## src/rtl/mem_access_unit_if.sv

```systemverilog
`default_nettype none
// mem_access_unit_if: data-memory req/ack bus between the MEM stage (master) and data memory (slave).
interface mem_access_unit_if;
  logic        req;
  logic        we;
  logic [31:0] addr;
  logic [3:0]  be;
  logic [31:0] wdata;
  logic        ack;
  logic [31:0] rdata;

  modport master (output req, we, addr, be, wdata, input ack, rdata);
  modport slave  (input req, we, addr, be, wdata, output ack, rdata);
endinterface
`default_nettype wire

```

## src/rtl/mem_access_unit.sv

```systemverilog
`default_nettype none
// mem_access_unit: MEM stage turning EX/MEM load/store control into a req/ack transaction, rev 1.0.
// Optional MISALIGN_TRAP_EN: trap misaligned accesses instead of force-aligning them.
module mem_access_unit #(
  parameter int TIMEOUT_CYCLES = 16,
  parameter int TO_CNT_W       = 5
) (
  input  logic                     clk,
  input  logic                     rst_n,
  input  logic                     inValid,
  input  logic                     inMemRead,
  input  logic                     inMemWrite,
  input  logic [2:0]               inLsType,
  input  logic [31:0]              inAluResult,
  input  logic [31:0]              inWriteData,
  mem_access_unit_if.master        dmem,
  output logic [31:0]              outLoadWordDividerMEM,
  output logic                     outStall,
  output logic                     outBusError,
  output logic                     outAddrError
);
  localparam logic [TO_CNT_W-1:0] CNT_LAST = TO_CNT_W'(TIMEOUT_CYCLES - 1);

  typedef enum logic [1:0] {S_IDLE = 2'd0, S_WAIT = 2'd1, S_DONE = 2'd2} state_t;

  state_t              state;
  logic [TO_CNT_W-1:0] to_cnt;
  logic [1:0]          size_q;
  logic [1:0]          off_q;
  logic                sgn_q;
  logic                is_byte, is_half, is_word, mem_op, trap, start;
  logic [1:0]          off;
  logic [3:0]          be;
  logic [31:0]         wdata;
  logic [7:0]          ld_byte;
  logic [15:0]         ld_half;
  logic [31:0]         ld_ext;

  // Reserved type encodings fall through to word accesses.
  assign is_byte = (inLsType[1:0] == 2'b00);
  assign is_half = (inLsType[1:0] == 2'b01);
  assign is_word = inLsType[1];
  assign mem_op  = inValid & (inMemRead | inMemWrite);

`ifdef MISALIGN_TRAP_EN
  logic addr_err;
  assign trap         = mem_op & ((is_half & inAluResult[0]) | (is_word & |inAluResult[1:0]));
  assign outAddrError = addr_err;
`else
  assign trap         = 1'b0;
  assign outAddrError = 1'b0;
`endif

  assign start    = mem_op & ~trap;
  assign outStall = ((state == S_IDLE) & start) | (state == S_WAIT);

  always_comb begin
    off   = 2'b00;
    be    = 4'hF;
    wdata = '0;
    if (is_byte)
      off = inAluResult[1:0];
    else if (is_half)
      off = {inAluResult[1], 1'b0};
    if (inMemWrite) begin
      if (is_byte) begin
        be    = 4'b0001 << off;
        wdata = {4{inWriteData[7:0]}};
      end else if (is_half) begin
        be    = inAluResult[1] ? 4'b1100 : 4'b0011;
        wdata = {2{inWriteData[15:0]}};
      end else begin
        wdata = inWriteData;
      end
    end
  end

  always_comb begin
    case (off_q)
      2'd0:    ld_byte = dmem.rdata[7:0];
      2'd1:    ld_byte = dmem.rdata[15:8];
      2'd2:    ld_byte = dmem.rdata[23:16];
      default: ld_byte = dmem.rdata[31:24];
    endcase
    ld_half = off_q[1] ? dmem.rdata[31:16] : dmem.rdata[15:0];
    ld_ext  = dmem.rdata;
    if (size_q == 2'b00)
      ld_ext = {{24{sgn_q & ld_byte[7]}}, ld_byte};
    else if (size_q == 2'b01)
      ld_ext = {{16{sgn_q & ld_half[15]}}, ld_half};
  end

  always_ff @(posedge clk or negedge rst_n) begin
    if (!rst_n) begin
      state                 <= S_IDLE;
      to_cnt                <= '0;
      dmem.req              <= 1'b0;
      dmem.we               <= 1'b0;
      dmem.be               <= '0;
      dmem.addr             <= '0;
      dmem.wdata            <= '0;
      outLoadWordDividerMEM <= '0;
      outBusError           <= 1'b0;
      size_q                <= '0;
      off_q                 <= '0;
      sgn_q                 <= 1'b0;
`ifdef MISALIGN_TRAP_EN
      addr_err              <= 1'b0;
`endif
    end else begin
      outBusError <= 1'b0;
`ifdef MISALIGN_TRAP_EN
      addr_err    <= 1'b0;
`endif
      case (state)
        S_IDLE: begin
          if (start) begin
            dmem.req   <= 1'b1;
            dmem.we    <= inMemWrite;
            dmem.addr  <= {inAluResult[31:2], 2'b00};
            dmem.be    <= be;
            dmem.wdata <= wdata;
            size_q     <= inLsType[1:0];
            off_q      <= off;
            sgn_q      <= ~inLsType[2];
            to_cnt     <= '0;
            state      <= S_WAIT;
          end
`ifdef MISALIGN_TRAP_EN
          else if (trap) begin
            addr_err              <= 1'b1;
            outLoadWordDividerMEM <= '0;
          end
`endif
        end
        S_WAIT: begin
          // Ack is checked first so a response on the final cycle beats the timeout.
          if (dmem.ack) begin
            outLoadWordDividerMEM <= dmem.we ? 32'd0 : ld_ext;
            dmem.req              <= 1'b0;
            dmem.we               <= 1'b0;
            state                 <= S_DONE;
          end else if (to_cnt == CNT_LAST) begin
            outBusError           <= 1'b1;
            outLoadWordDividerMEM <= '0;
            dmem.req              <= 1'b0;
            dmem.we               <= 1'b0;
            state                 <= S_DONE;
          end else begin
            to_cnt <= to_cnt + 1'b1;
          end
        end
        S_DONE:  state <= S_IDLE;
        default: state <= S_IDLE;
      endcase
    end
  end
endmodule
`default_nettype wire

```

## src/flat_wrapper.sv

```systemverilog
// flat-port wrapper written by rule: the top's interface ports become plain ports
module mem_access_unit_flat 
#(
  parameter int TIMEOUT_CYCLES = 16,
  parameter int TO_CNT_W       = 5
)
  (clk, rst_n, inValid, inMemRead, inMemWrite, inLsType, inAluResult, inWriteData, outLoadWordDividerMEM, outStall, outBusError, outAddrError, dmem_req, dmem_we, dmem_addr, dmem_be, dmem_wdata, dmem_ack, dmem_rdata);
  mem_access_unit_if dmem_i ();
  input  logic clk;
  input  logic rst_n;
  input  logic inValid;
  input  logic inMemRead;
  input  logic inMemWrite;
  input  logic [2:0] inLsType;
  input  logic [31:0] inAluResult;
  input  logic [31:0] inWriteData;
  output logic [31:0] outLoadWordDividerMEM;
  output logic outStall;
  output logic outBusError;
  output logic outAddrError;
  output wire logic [$bits(dmem_i.req)-1:0] dmem_req;
  output wire logic [$bits(dmem_i.we)-1:0] dmem_we;
  output wire logic [$bits(dmem_i.addr)-1:0] dmem_addr;
  output wire logic [$bits(dmem_i.be)-1:0] dmem_be;
  output wire logic [$bits(dmem_i.wdata)-1:0] dmem_wdata;
  input wire logic [$bits(dmem_i.ack)-1:0] dmem_ack;
  input wire logic [$bits(dmem_i.rdata)-1:0] dmem_rdata;
  assign dmem_req = dmem_i.req;
  assign dmem_we = dmem_i.we;
  assign dmem_addr = dmem_i.addr;
  assign dmem_be = dmem_i.be;
  assign dmem_wdata = dmem_i.wdata;
  assign dmem_i.ack = dmem_ack;
  assign dmem_i.rdata = dmem_rdata;
  mem_access_unit #(.TIMEOUT_CYCLES(TIMEOUT_CYCLES), .TO_CNT_W(TO_CNT_W)) u_core (.clk(clk), .rst_n(rst_n), .inValid(inValid), .inMemRead(inMemRead), .inMemWrite(inMemWrite), .inLsType(inLsType), .inAluResult(inAluResult), .inWriteData(inWriteData), .dmem(dmem_i), .outLoadWordDividerMEM(outLoadWordDividerMEM), .outStall(outStall), .outBusError(outBusError), .outAddrError(outAddrError));
endmodule
```

## config.mk

```make
export PLATFORM = sky130hd
export DESIGN_NAME = mem_access_unit_flat
export DESIGN_NICKNAME = d
export VERILOG_FILES = /design/src/rtl/mem_access_unit_if.sv /design/src/rtl/mem_access_unit.sv /design/src/flat_wrapper.sv
export SDC_FILE = /design/constraint.sdc
export NUM_CORES = 1
export LEC_CHECK = 0
export CORE_MARGIN = 4
export CORE_UTILIZATION = 40
export DETAILED_ROUTE_END_ITERATION = 7
export PLACE_DENSITY = 0.83
export SLEW_MARGIN = 20
export SYNTH_ARGS = -nofsm -noshare
export SYNTH_HDL_FRONTEND = slang
export SYNTH_SLANG_ARGS = --single-unit
```

## constraint.sdc

```tcl
create_clock -name clk -period 1.9 [get_ports clk]
set_input_delay 0.285 -clock clk [delete_from_list [all_inputs] [get_ports clk]]
set_output_delay 0.285 -clock clk [all_outputs]
set_load 0.005 [all_outputs]
```

==> out/results.tsv <==
stage	metric	value	unit
run_status	status	finished, violations left	
run_status	violations	negative setup slack	
setup_path	critPathMaxFanout	6	
cts	numCtsBuffers	17	
logic_synthesis	synth_cell_types	55	
logic_synthesis	synth.top_cells.by_area	dfrtp_1 (51%), mux2_2 (7.1%), o21ai_0 (7.0%)	
routing	drt-pass1-iter-count	5	
cts	cts-root-buf	clkbuf_16	
routing	drt_iter0_markers	493	
layout	drive_gt1_share	18.59	%
timing	worst_pin_slew	0.5977	ns
timing	fin_worst_skew	0.01217	ns
global_routing	grt_pass1_vias	5332	
placement	pre_cts_ws	-0.1385	ns
setup_path	worst_setup_path_start_kind	register	
cts	clock_latency	0.41	ns
floorplan	die_area	15830	sq um
global_routing	globalRouteMet1Util	28.10	%
global_routing	busiest_layer	met2	
global_routing	grt_use_met2	36.53	%
floorplan	dieHeight	125.8	um
setup_path	worst-r2r-cell-count	6	
global_routing	use_met3	6.012	%
floorplan	num_io_pins	210	
timing	period_minus_slack	2.000	ns
timing	slew_headroom	59.94	%
pwr	p_leak	3.587	nW
timing	setup_violations	3	
cts	clockBufferDepth	2	
logic_synthesis	ys_dominant_reg_cell	dfrtp_1	
placement	gp_congestion	0.8989	
routing	ant_nets	0	
logic_synthesis	yosysSeqAreaShare	50.92	%
pwr	max-vdd-ir-drop	0.0008051	V
global_routing	grt_max_degree	59	
pwr	total_power	10.90	mW
flow_run	drv_cap	0	
placement	dpl.hpwl	12.55	mm
logic_synthesis	synth_top_area_share	50.92	%
timing	finalMaxSlewViolations	0	
global_routing	track_usage	22.09	%
routing	drt-total-wl	17.39	mm
cts	cts_tree	yes	
layout	finalInstanceArea	8722	sq um
logic_synthesis	ys_warn_count	0	
global_routing	grt_pass1_wl	28.20	mm
logic_synthesis	postSynthCellCount	492	
timing	min_period_over_period	105.2	%
global_routing	gr-total-overflow	0	
floorplan	initial_core_util	41.44	%
layout	final_cell_mix	clkdlybuf4s50_1 (204), dfrtp_1 (113), o21ai_0 (76)	
timing	worst_slack	-0.09962	ns
timing	timing.fmax	500.1	MHz
logic_synthesis	synthesis.area	5553	sq um
cts	clk_pin_slew	0.05	ns
routing	via_per_inst	5.599	
floorplan	die_w	125.8	um
setup_path	critPathKind	register to register	
logic_synthesis	syn_area_per_cell	11.29	sq um
timing	finalSetupTns	-0.1938	ns
logic_synthesis	synth_edf_count	0	
routing	wl_per_cell	19.04	um
floorplan	row_count	42	
cts	htree_levels	4	
logic_synthesis	yosysTopAreaCell	dfrtp_1	
hold_path	worstHoldPathType	input pin to async pin	
logic_synthesis	ys_ff_latch	113	
placement	port_buffers	206	
setup_path	worstPathRequired	2.23	ns
layout	final_nets	831	
timing	hold_violations	0	
logic_synthesis	async_flop_share	100.0	%
cts	clock_sinks	113	
setup_path	crit_path_end_kind	register	
layout	area_delta_synth_final	57.08	%
global_routing	antenna_found_initial	0	
timing	grt_setup_unrepaired	true	
layout	fillers	1060	
routing	drc	0	
pwr	power_density	1250	nW/um^2
routing	vias	5112	
setup_path	crit_arrival	2.33	ns
layout	num_antenna_cells	0	
layout	final_common_cell	clkdlybuf4s50_1	
floorplan	core_area	13400	sq um
placement	dpl_cell_area	8150	sq um
## routing by layer
metal  wire length (um)  up-vias
met1               6940     2521
li1                   -     2302
met3               1357       34
met4                378        0
met2               8708      255
met5                  0        -
## through the flow
| step | std cells | utilization (%) | hold WS, ns |
|---|---|---|---|
| 3_5_place_dp | 880 | 60.82 | 0.3229 |
| 2_1_floorplan | 494 | - | -0.01059 |
| 6_report | 913 | 65.09 | 0.4354 |
| 3_3_place_gp | 880 | 60.82 | 0.3213 |
| 5_1_grt | 913 | 65.09 | 0.4626 |
| 4_1_cts | 913 | 65.04 | 0.4423 |
## cell families after synthesis
family,count (synthesis),synth area share [%]
AND/OR/NAND/NOR,84,8.743
flip-flops,113,50.92
multiplexers,71,15.41
AO/OA/AOI/OAI,163,19.81
adder cells (fa/ha/maj),2,0.4506
buffers and inverters,58,4.596
other,1,0.06753
## synth_stat cells (2+ instances only)
| cell type | number |
|---|---|
| nor2_1 | 17 |
| inv_1 | 12 |
| o2bb2ai_1 | 16 |
| a22o_1 | 8 |
| mux2i_1 | 27 |
| o21a_1 | 7 |
| a222oi_1 | 7 |
| ha_1 | 2 |
| nor3b_1 | 9 |
| o21ai_1 | 2 |
| mux2_2 | 35 |
| mux4_2 | 8 |
| nand2b_1 | 3 |
| o21ai_0 | 78 |
| buf_2 | 15 |
| a32o_1 | 14 |
| or3_1 | 8 |
| nand2_1 | 19 |
| o31ai_1 | 17 |
| nor2b_1 | 11 |
| clkbuf_1 | 25 |
| a21oi_1 | 5 |
| buf_4 | 3 |
| dfrtp_1 | 113 |
## power breakdown
part	switching (mW)	internal [mW]
clock	1.05	1.89
sequential	0.543	3.24
combinational	1.62	2.56
total	3.21	7.69
## final timing paths
kind | start | endpoint | slack [ns]
worst max-delay path | u_core.to_cnt[1] | u_core.to_cnt[3] | -0.1
worst min-delay path | rst_n | u_core.to_cnt[1] | 0.44
worst max register to register | u_core.to_cnt[1] | u_core.to_cnt[3] | -0.1
worst min register to register | u_core.dmem.req | u_core.dmem.req | 0.48
min in group clk | inLsType[2] | u_core.sgn_q | 0.46
max in group asynchronous | rst_n | u_core.dmem.addr[16] | 1.18
## worst max-delay path, stage by stage, from the launching register on
cell and delay [ns]:
dfrtp_1 0.38, ha_2 0.20, and3_4 0.17, ha_4 0.15, or4b_4 0.55, or3_4 0.35, a21oi_2 0.12
## timing repair
item,4_1_cts,5_1_grt
resized for setup,5,3
hold buffers,1,0
pin swaps,1,0
setup endpoints to repair,5,32
endpoints found under the hold margin,113,0
setup buffers,0,0
## flip-flops by register name (all words and copies together), names as in the netlist
register	cells
u_core.outBusError	1
u_core.dmem.we	1
u_core.to_cnt	5
u_core.outLoadWordDividerMEM	32
u_core.dmem.be	4
u_core.off_q	2
u_core.dmem.req	1
u_core.size_q	2
u_core.state	2
u_core.dmem.wdata	32
u_core.sgn_q	1
u_core.dmem.addr	30
## area by class of cell
cell class	instances	area, sq um	share of cell area (%)
Clock buffer	26	489.2	5.609
Clock inverter	6	55.05	0.6312
Inverter	13	48.80	0.5595
Multi-Input combinational cell	323	2516	28.85
Sequential cell	113	2828	32.42
Tap cell	176	220.2	2.525
Timing Repair Buffer	256	2565	29.41
Note: power is estimated with default switching activity, not from simulation.
